--- config.mk ---
export PLATFORM = sky130hd
export DESIGN_NAME = board_reset_ctrl
export DESIGN_NICKNAME = d
export VERILOG_FILES = /design/src/rtl/board_reset_ctrl.sv
export SDC_FILE = /design/constraint.sdc
export NUM_CORES = 1
export LEC_CHECK = 0
export CAP_MARGIN = 20
export CORE_ASPECT_RATIO = 0.8
export CORE_MARGIN = 1.5
export CORE_UTILIZATION = 40
export CTS_BUF_LIST = sky130_fd_sc_hd__clkbuf_8
export DETAILED_ROUTE_END_ITERATION = 6
export PLACE_DENSITY_LB_ADDON = 0.12
export SLEW_MARGIN = 20
export SYNTH_ARGS = -nofsm -noshare
export SYNTH_HDL_FRONTEND = slang
export SYNTH_SLANG_ARGS = --single-unit
--- constraint.sdc ---
create_clock -name clock -period 5.5 [get_ports clock]
set_clock_uncertainty 0.15 [all_clocks]
set_input_delay 1.1 -clock clock [delete_from_list [all_inputs] [get_ports clock]]
set_output_delay 1.1 -clock clock [all_outputs]
set_load 0.01 [all_outputs]
--- src/rtl/board_reset_ctrl.sv ---
// Board reset sequencer: stretches POR, debounces the user button and accepts
// a software reset request, holding soc_reset and recording the last cause.
module board_reset_ctrl #(
    parameter int DEBOUNCE_CYCLES = 16,
    parameter int HOLD_CYCLES     = 1024,
    parameter int CNT_W           = 16
) (
    input  logic       clock,
    input  logic       reset,
    input  logic       key_n,
    input  logic       sw_req,
    output logic       soc_reset,
    output logic [1:0] cause,
    output logic [7:0] reset_count,
    output logic       key_level
);

    typedef enum logic [1:0] {
        ST_HOLD  = 2'd0,
        ST_RUN   = 2'd1,
        ST_PRESS = 2'd2
    } state_t;

    localparam logic [1:0] CAUSE_POR = 2'b00;
    localparam logic [1:0] CAUSE_KEY = 2'b01;
    localparam logic [1:0] CAUSE_SW  = 2'b10;

    localparam logic [CNT_W-1:0] DEB_LAST  = CNT_W'(DEBOUNCE_CYCLES - 1);
    localparam logic [CNT_W-1:0] HOLD_LAST = CNT_W'(HOLD_CYCLES - 1);
    localparam logic [CNT_W-1:0] CNT_ONE   = CNT_W'(1);

    logic             key_meta_q, key_meta_d;
    logic             key_sync_q, key_sync_d;
    logic             deb_q, deb_d;
    logic [CNT_W-1:0] dcnt_q, dcnt_d;

    state_t           state_q, state_d;
    logic [CNT_W-1:0] hcnt_q, hcnt_d;
    logic [1:0]       cause_q, cause_d;
    logic [7:0]       rcnt_q, rcnt_d;
    logic             soc_reset_q, soc_reset_d;
    logic             count_inc;

    // Two-flop synchronizer; idles at 1 so reset looks like a released button.
    always_comb begin
        key_meta_d = key_n;
        key_sync_d = key_meta_q;
    end

    always_comb begin
        deb_d  = deb_q;
        dcnt_d = dcnt_q;
        if (key_sync_q == deb_q) begin
            dcnt_d = '0;
        end else if (dcnt_q == DEB_LAST) begin
            deb_d  = key_sync_q;
            dcnt_d = '0;
        end else begin
            dcnt_d = dcnt_q + CNT_ONE;
        end
    end

    always_ff @(posedge clock or posedge reset) begin
        if (reset) begin
            key_meta_q <= 1'b1;
            key_sync_q <= 1'b1;
            deb_q      <= 1'b1;
            dcnt_q     <= '0;
        end else begin
            key_meta_q <= key_meta_d;
            key_sync_q <= key_sync_d;
            deb_q      <= deb_d;
            dcnt_q     <= dcnt_d;
        end
    end

    // A debounced press wins over a simultaneous software request.
    always_comb begin
        state_d   = state_q;
        hcnt_d    = hcnt_q;
        cause_d   = cause_q;
        rcnt_d    = rcnt_q;
        count_inc = 1'b0;

        case (state_q)
            ST_HOLD: begin
                if (hcnt_q == HOLD_LAST) begin
                    state_d = ST_RUN;
                    hcnt_d  = '0;
                end else begin
                    hcnt_d = hcnt_q + CNT_ONE;
                end
            end
            ST_RUN: begin
                if (!deb_q) begin
                    state_d   = ST_PRESS;
                    cause_d   = CAUSE_KEY;
                    count_inc = 1'b1;
                end else if (sw_req) begin
                    state_d   = ST_HOLD;
                    hcnt_d    = '0;
                    cause_d   = CAUSE_SW;
                    count_inc = 1'b1;
                end
            end
            ST_PRESS: begin
                if (deb_q) begin
                    state_d = ST_HOLD;
                    hcnt_d  = '0;
                end
            end
            default: begin
                state_d = ST_HOLD;
                hcnt_d  = '0;
            end
        endcase

        if (count_inc && (rcnt_q != 8'hFF)) begin
            rcnt_d = rcnt_q + 8'd1;
        end

        soc_reset_d = (state_d != ST_RUN);
    end

    always_ff @(posedge clock or posedge reset) begin
        if (reset) begin
            state_q     <= ST_HOLD;
            hcnt_q      <= '0;
            cause_q     <= CAUSE_POR;
            rcnt_q      <= 8'd0;
            soc_reset_q <= 1'b1;
        end else begin
            state_q     <= state_d;
            hcnt_q      <= hcnt_d;
            cause_q     <= cause_d;
            rcnt_q      <= rcnt_d;
            soc_reset_q <= soc_reset_d;
        end
    end

    assign soc_reset   = soc_reset_q;
    assign cause       = cause_q;
    assign reset_count = rcnt_q;
    assign key_level   = ~deb_q;

endmodule

# == Word-level counts from Yosys, hierarchy flattened ==
# Cells that the tools add are included.
# totals
regBits,48
output_inout_bits,12
# classes
n_eq_ne,11
mux,17
n_reduce_logical,5
n_bitwise,2
add_sub_neg,3
# op_table
operator,count
16-bit 2-to-1 mux,6
16-bit one-hot mux with 3 select lines,1
16-bit by 1-bit adder with 16-bit output (second input constant),2
16-bit by 10-bit == test with 1-bit output (second input constant),1
16-bit by 4-bit == test with 1-bit output (second input constant),1
2-bit 2-to-1 mux,6
8-bit by 1-bit adder with 8-bit output (second input constant),1
2-bit != test (second input constant),4
8-bit != test (second input constant),1
2-bit one-hot mux with 3 select lines,1
2-bit AND reduction,2
1-bit 2-to-1 mux,3
3-bit AND reduction,1
2-bit by 1-bit == test with 1-bit output (second input constant),1
2-bit == test (second input constant),1
2-bit zero test,1
2-bit by 1-bit != test with 1-bit output (second input constant),1
1-bit inverter,2
1-bit == test,1
1-bit logical AND,1

# == Longest topological paths before layout ==
# Gate-level depths: netlist of run 1.
# logic_depth
word_depth,4
mapped_depth,7

# == Least setup slack after synthesis of run 1 ==
# No wires, ideal clock.
# synth_path
kind,input-to-reg
start,in sw_req
end,reg rcnt_q[1] (netlist: reset_count[1])
t_required_ns,5.225
arrival_ns,1.923
path_stages,2
slack_ns,3.302
n_path_buf,0
cell_sequence,o221ai_1 > mux2_2
# synth_between
elab_chain_len,4
# synth_lines
element,line,rtl
from (decl),11,"input logic sw_req,"
1-bit 2-to-1 mux,99,end else if (sw_req) begin
1-bit 2-to-1 mux,95,if (!deb_q) begin
1-bit 2-to-1 mux,85,case (state_q)
1-bit logical AND,118,if (count_inc && (rcnt_q != 8'hFF)) begin
to (signal assigned),136,rcnt_q <= rcnt_d;
to (decl),40,"logic [7:0] rcnt_q, rcnt_d;"
# Every way passes these cells.
# A chain may end at the register's enable or synchronous reset.

# == Worst setup path after layout of run 1 ==
# layout_path
start,reg deb_q
end,out key_level
# layout_between
elab_chain_len,1
# layout_lines
element,line,rtl
from (decl),34,"logic deb_q, deb_d;"
from (signal assigned),67,deb_q <= 1'b1;
from (signal assigned),72,deb_q <= deb_d;
1-bit inverter,144,assign key_level = ~deb_q;
to (decl),15,output logic key_level
# Every way passes these cells.

==> results.md, run 1 <==
* Synth Flop Type: dfrtp_1
* Critical path required time at roughly 4.3 ns
* Placed Cells at approximately 330
* CTS root buffer: clkbuf_8
* DR DRC count at 0
* Register area share after synthesis at approximately half
* MaxCap Viol Count at 0
* Max_slew headroom at between 40% and 50%
* Clock slew at reported path FFs at about 0.09 ns
* ANT cells at 0
* DIE WIDTH at roughly 90 um
* Hold Vio Cnt, Final at 0
* Synth warnings at 0
* Hold path depth at 0
* Max VDD drop at ~110 uV
* Worst Hold Class: flop to flop
* Leakage power at approximately 1.1 nW
* Reg2reg setup slack at around 2.9 ns
* Pwr dens at approximately 300 nW/um2
* Die area at approximately 6400 um2
* Initial Utilization at 42.5%
* Final WL at around 4.5 mm
* Layout area overhead at 13.4%
* Critical R2R Launch: hcnt_q[11]
* Total GRT Usage at about 16%
* Area share of the largest cell type after synthesis at 46.4%
* Antenna violations before repair at 0
* Mean Syn Cell Area at around 9.6 um2
* Yosys reg bits at 48
* Post-synth ARST share at 100%
* Final setup viols at 0
* Mapped Area at ~2400 um2
* CP max FO at 7
* Max Clock Freq at roughly 370 MHz
* Core Area at 5590 um2
* Largest net degree at the start of global routing at about 50
* Slew Limit Fails at 0
* Non-Filler Instances at roughly 340
* Clock buffer count from CTS at 5
* Critical path arrival at about 1.5 ns
* Port Buffer Count at 15
* Mapped Nets at 253
* Post-CTS setup buffers at 0
* DIE HEIGHT at between 70 and 80 um
* First-pass GRT wire length at between 7 and 8 mm
* Status: complete, no violations
* Setup crit start: deb_q
* Period Utilization, post-route at roughly half
* WS Path Type: flop to output port
* Vias in the first global route at between 1.5k and 2k
* CTS hold repair buffers at 0
* Synth unique cells at 38
* DR pass1 iterations at 4
* Max H-tree Level at 2
* Reg-to-Reg End: hcnt_q[13]
* CTS tree: yes
* Setup_tns at 0 ns
* GR Overflow Total at 0
* Starting DRT DRC Count at 130
* HPWL after detailed placement at ~2.9 mm
* Fillcell total at 544
* Unrepaired setup endpoints after global routing: false
* Synthesized instance count at approximately 250
* Vias per cell at between 5 and 6
* Routed wire per std cell at about 13 um
* EDFF count, synth at 0
* Critical path destination: key_level
* CTS sink count at between 40 and 50
* Crit end category: output port
* I/O pins at 16
* Final GP Congestion at just under 0.8
* Clk buf depth at 2
* Reg2Reg Depth at 4
* CP startpoint kind: flop
* Post-cts gate resize count at 0
* Routed Antenna Nets at 0
* Post-layout minimum cycle time at approximately 2.7 ns
* Layout cell share with drive strength beyond 1 at roughly 8.4%
* Worst-Margin Slew at just under 0.9 ns
* Synth top area cells: dfrtp_1, xnor2_1, nand2_1, dfstp_2, nor2_1
* Nets@finish at 267
* Cell taking the most area after synthesis: dfrtp_1
* Total number of vias at 1790
* HP Start: key_meta_q
* Cell Rows at 24
* Clk_lat worst skew at 0.31 ns
Yosys cell counts (all sizes together), types with 6 or more instances:
library cell and instances:
xnor2 17, nor2 26, nor3 8, nor4 11, nand2 29, inv 8
nand4 9, o21ai 10, nand3 12, xor2 9, dfrtp 44, o211ai 6
clkbuf 7
metal layers:
| metal | vias to the layer above | routed length, um | share of wire, % | GRT usage (%) |
|---|---|---|---|---|
| met5 | - | 0 | 0 | 0 |
| met4 | 0 | 52 | 1.2 | 4.10 |
| met3 | 5 | 178 | 4.0 | 5.30 |
| met2 | 23 | 1790 | 40 | 21.1 |
| met1 | 868 | 2440 | 55 | 24.0 |
| li1 | 894 | - | - | - |
through the flow:
stage	utilization (%)	hold slack [ns]	setup WS, ns	instance area, um2	total power [mW]
6_report	48.1	0.211	2.80	2690	0.829
5_1_grt	48.1	0.217	2.70	2690	0.883
4_1_cts	48.1	0.214	2.78	2690	0.835
3_5_place_dp	46.4	0.200	2.67	2590	0.608
3_3_place_gp	46.4	0.197	2.66	2590	0.605
2_1_floorplan	-	0.195	3.11	2370	0.569
how the worst min path moves through the flow:
| stage | to | slack, ns |
|---|---|---|
| 4_1_cts | key_sync_q | 0.21 |
| 6_report | key_sync_q | 0.21 |
| 5_1_grt | key_sync_q | 0.22 |
| 3_5_place_dp | key_sync_q | 0.20 |
| 3_3_place_gp | key_sync_q | 0.20 |
| 2_1_floorplan | key_sync_q | 0.20 |
placed cells by master, fill, tap and decap left out, types with 5 or more instances in the layout:
| master | netlist | layout |
|---|---|---|
| dfrtp_1 | 44 | 44 |
| nand2_1 | 29 | 29 |
| nor2_1 | 26 | 26 |
| xnor2_1 | 17 | 17 |
| clkdlybuf4s50_1 | 0 | 15 |
| nand3_1 | 11 | 11 |
| nor4_1 | 11 | 11 |
| nand4_1 | 9 | 9 |
| xor2_1 | 9 | 9 |
| o21ai_0 | 9 | 9 |
| nor3_1 | 8 | 8 |
| inv_1 | 8 | 7 |
| o211ai_1 | 6 | 6 |
| clkbuf_8 | 0 | 6 |
| nand3b_1 | 5 | 5 |
| or3_1 | 5 | 5 |
flip-flops by register name, indices dropped and copies added, names as in the netlist:
register     count
reset_count      8
state_q          2
deb_q            1
dcnt_q          16
key_sync_q       1
soc_reset        1
key_meta_q       1
cause            2
hcnt_q          16
cell families (layout without fill, tap and decap cells):
logic type               count (synthesis)  after routing  synth area share (%)
multiplexers                             2              2                 0.950
flip-flops                              48             48                  50.9
buffers and inverters                   17             32                  2.80
XOR/XNOR                                26             26                  9.60
adder cells (fa/ha/maj)                  3              3                  1.58
AND/OR/NAND/NOR                        120            120                  25.9
AO/OA/AOI/OAI                           30             30                  8.29
worst max-delay path, stage by stage, from the launching register on:
cell and delay, ns:
dfstp_2 0.60, inv_1 0.07, clkdlybuf4s50_1 0.47
power breakdown:
group / internal, mW / total (mW) / switching (mW)
Sequential: 0.391 / 0.447 / 0.0554
Combinational: 0.0671 / 0.157 / 0.0901
Clock: 0.102 / 0.225 / 0.123
cell type report:
| class | count | area (um2) | area share, % |
|---|---|---|---|
| Multi-Input combinational cell | 181 | 1100 | 40.9 |
| Timing Repair Buffer | 16 | 158 | 5.86 |
| Clock inverter | 2 | 15.0 | 0.558 |
| Clock buffer | 6 | 82.6 | 3.07 |
| Inverter | 8 | 31.3 | 1.16 |
| Tap cell | 78 | 97.6 | 3.63 |
| Sequential cell | 48 | 1210 | 44.9 |
No activity file was read; power rests on OpenSTA's default activity.
==> inputs of run 2 (changes only) <==
==> constraint.sdc (replaced) <==
create_clock -name clock -period 2.5 [get_ports clock]
set_clock_uncertainty 0.15 [all_clocks]
set_input_delay 0.5 -clock clock [delete_from_list [all_inputs] [get_ports clock]]
set_output_delay 0.5 -clock clock [all_outputs]
set_load 0.01 [all_outputs]
==> results.md, run 2 (synthesized netlist as in run 1, its figures left out) <==
* Post-CTS setup buffers at 0
* Critical path destination: hcnt_q[9]
* Max H-tree Level at 2
* Routed Antenna Nets at 0
* Max VDD drop at 339 uV
* Slew Limit Fails at 0
* Busiest grt layer: met1
* Placed Cells at 336
* Clk buf depth at 2
* Core Area at 5590 um2
* DR pass1 iterations at 4
* HPWL after detailed placement at around 3.1 mm
* Setup_tns at 0 ns
* Initial Utilization at between 40% and 50%
* Fin util at approximately half
* ANT cells at 0
* Die area at 6400 um2
* Clock buffer count from CTS at 5
* Non-Filler Instances at between 300 and 400
* Routed wire per std cell at approximately 13 um
* Total number of vias at 1804
* Final setup viols at 0
* First-pass GRT wire length at around 8 mm
* Max_slew headroom at approximately 63%
* Final WL at ~4.6 mm
* Status: complete, no violations
* Worst-Margin Slew at 0.554 ns
* M1 GR Usage at between 20 and 30%
* Final GP Congestion at 0.820
* CTS tree: yes
* Largest net degree at the start of global routing at 41
* CTS root buffer: clkbuf_8
* Period Utilization, post-route at just under 90%
* Pwr dens at ~660 nW/um2
* Port Buffer Count at 15
* Max Clock Freq at approximately 450 MHz
* MaxCap Viol Count at 0
* CP max FO at 9
* CP startpoint kind: flop
* Crit end category: flop
* Clock slew at reported path FFs at 0.09 ns
* Total GRT Usage at 16.1%
* Reg-to-Reg End: hcnt_q[9]
* Met3 GRT Util at under 10%
* CTS hold repair buffers at 0
* Hold Vio Cnt, Final at 0
* Reg2reg setup slack at 0.30 ns
* Worst Hold Class: flop to flop
* Nets@finish at 272
* Clk_lat worst skew at ~0.30 ns
* DIE HEIGHT at 71.9 um
* Critical path required time at 2.52 ns
* Most frequent cells in the layout: dfrtp_1, nand2_1, nor2_1
* Post-cts gate resize count at 0
* Leakage power at 1.13 nW
* Vias in the first global route at between 1.5k and 2k
* Hold path depth at 0
* Critical path arrival at about 2.2 ns
* Antenna violations before repair at 0
* CTS sink count at 48
* Layout area overhead at 15.4%
* Setup crit start: hcnt_q[11]
* DIE WIDTH at roughly 90 um
* Fillcell total at 535
* I/O pins at 16
* Commonest non-fill, non-tap cell in the layout: dfrtp_1
* DR DRC count at 0
* GR Overflow Total at 0
* Unrepaired setup endpoints after global routing: false
* Layout cell share with drive strength beyond 1 at around a tenth
* WS Path Type: flop to flop
* Post-layout minimum cycle time at around 2.2 ns
* Vias per cell at about 5.2
* Critical R2R Launch: hcnt_q[11]
* Starting DRT DRC Count at ~130
* Reg2Reg Depth at 5
* Cell Rows at 24
* Met2 global-route usage at 21.3%
## run 2: critical path, stage by stage, from the launching register on
cell      delay, ns
dfrtp_1        0.44
or4_1          0.56
or3_1          0.34
o21ai_1        0.27
buf_4          0.22
o211ai_1       0.10
## run 2: worst min-delay path by stage
stage,to,slack [ns],startpoint
finish,key_sync_q,0.21,key_meta_q
floorplan,key_sync_q,0.20,key_meta_q
global placement,key_sync_q,0.20,key_meta_q
detailed placement,key_sync_q,0.20,key_meta_q
CTS,key_sync_q,0.21,key_meta_q
global route,key_sync_q,0.22,key_meta_q
## run 2: metal layers
layer,part of all wire (%),wire (um)
met1,56,2530
met3,4.3,197
met4,0.59,27
met5,0,0
met2,39,1790
## run 2: cell type report
cell class / count / area (um2) / area share, %
sequential: 48 / 1210 / 44.1
multi-input combinational: 181 / 1100 / 40.2
timing repair buffer: 21 / 208 / 7.59
tap: 78 / 97.6 / 3.57
clock buffer: 6 / 82.6 / 3.02
inverter: 8 / 30.0 / 1.10
clock inverter: 2 / 12.5 / 0.457
## run 2: power by group
part           internal, mW  switching [mW]  total, mW
Combinational         0.151           0.196      0.347
Clock                 0.223           0.258      0.481
Sequential            0.861           0.117      0.978
## run 2: metrics by stage
step	hold slack [ns]	total power [mW]	setup WS, ns	cell area, um2
after floorplan	0.195	1.25	0.422	2370
after global placement	0.201	1.34	0.358	2640
after detailed placement	0.201	1.34	0.318	2640
after CTS	0.215	1.84	0.297	2740
after global routing	0.218	1.95	0.123	2740
final	0.213	1.81	0.300	2740
==> inputs of run 3 (changes only) <==
--- a/config.mk
+++ b/config.mk
@@ -11,6 +11,7 @@
 export CORE_UTILIZATION = 40
 export CTS_BUF_LIST = sky130_fd_sc_hd__clkbuf_8
 export DETAILED_ROUTE_END_ITERATION = 6
+export HOLD_SLACK_MARGIN = 0.05
 export PLACE_DENSITY_LB_ADDON = 0.12
 export SLEW_MARGIN = 20
 export SYNTH_ARGS = -nofsm -noshare
==> results of run 3 <==
Final layout, timing and power as in run 2 (identical DEF).
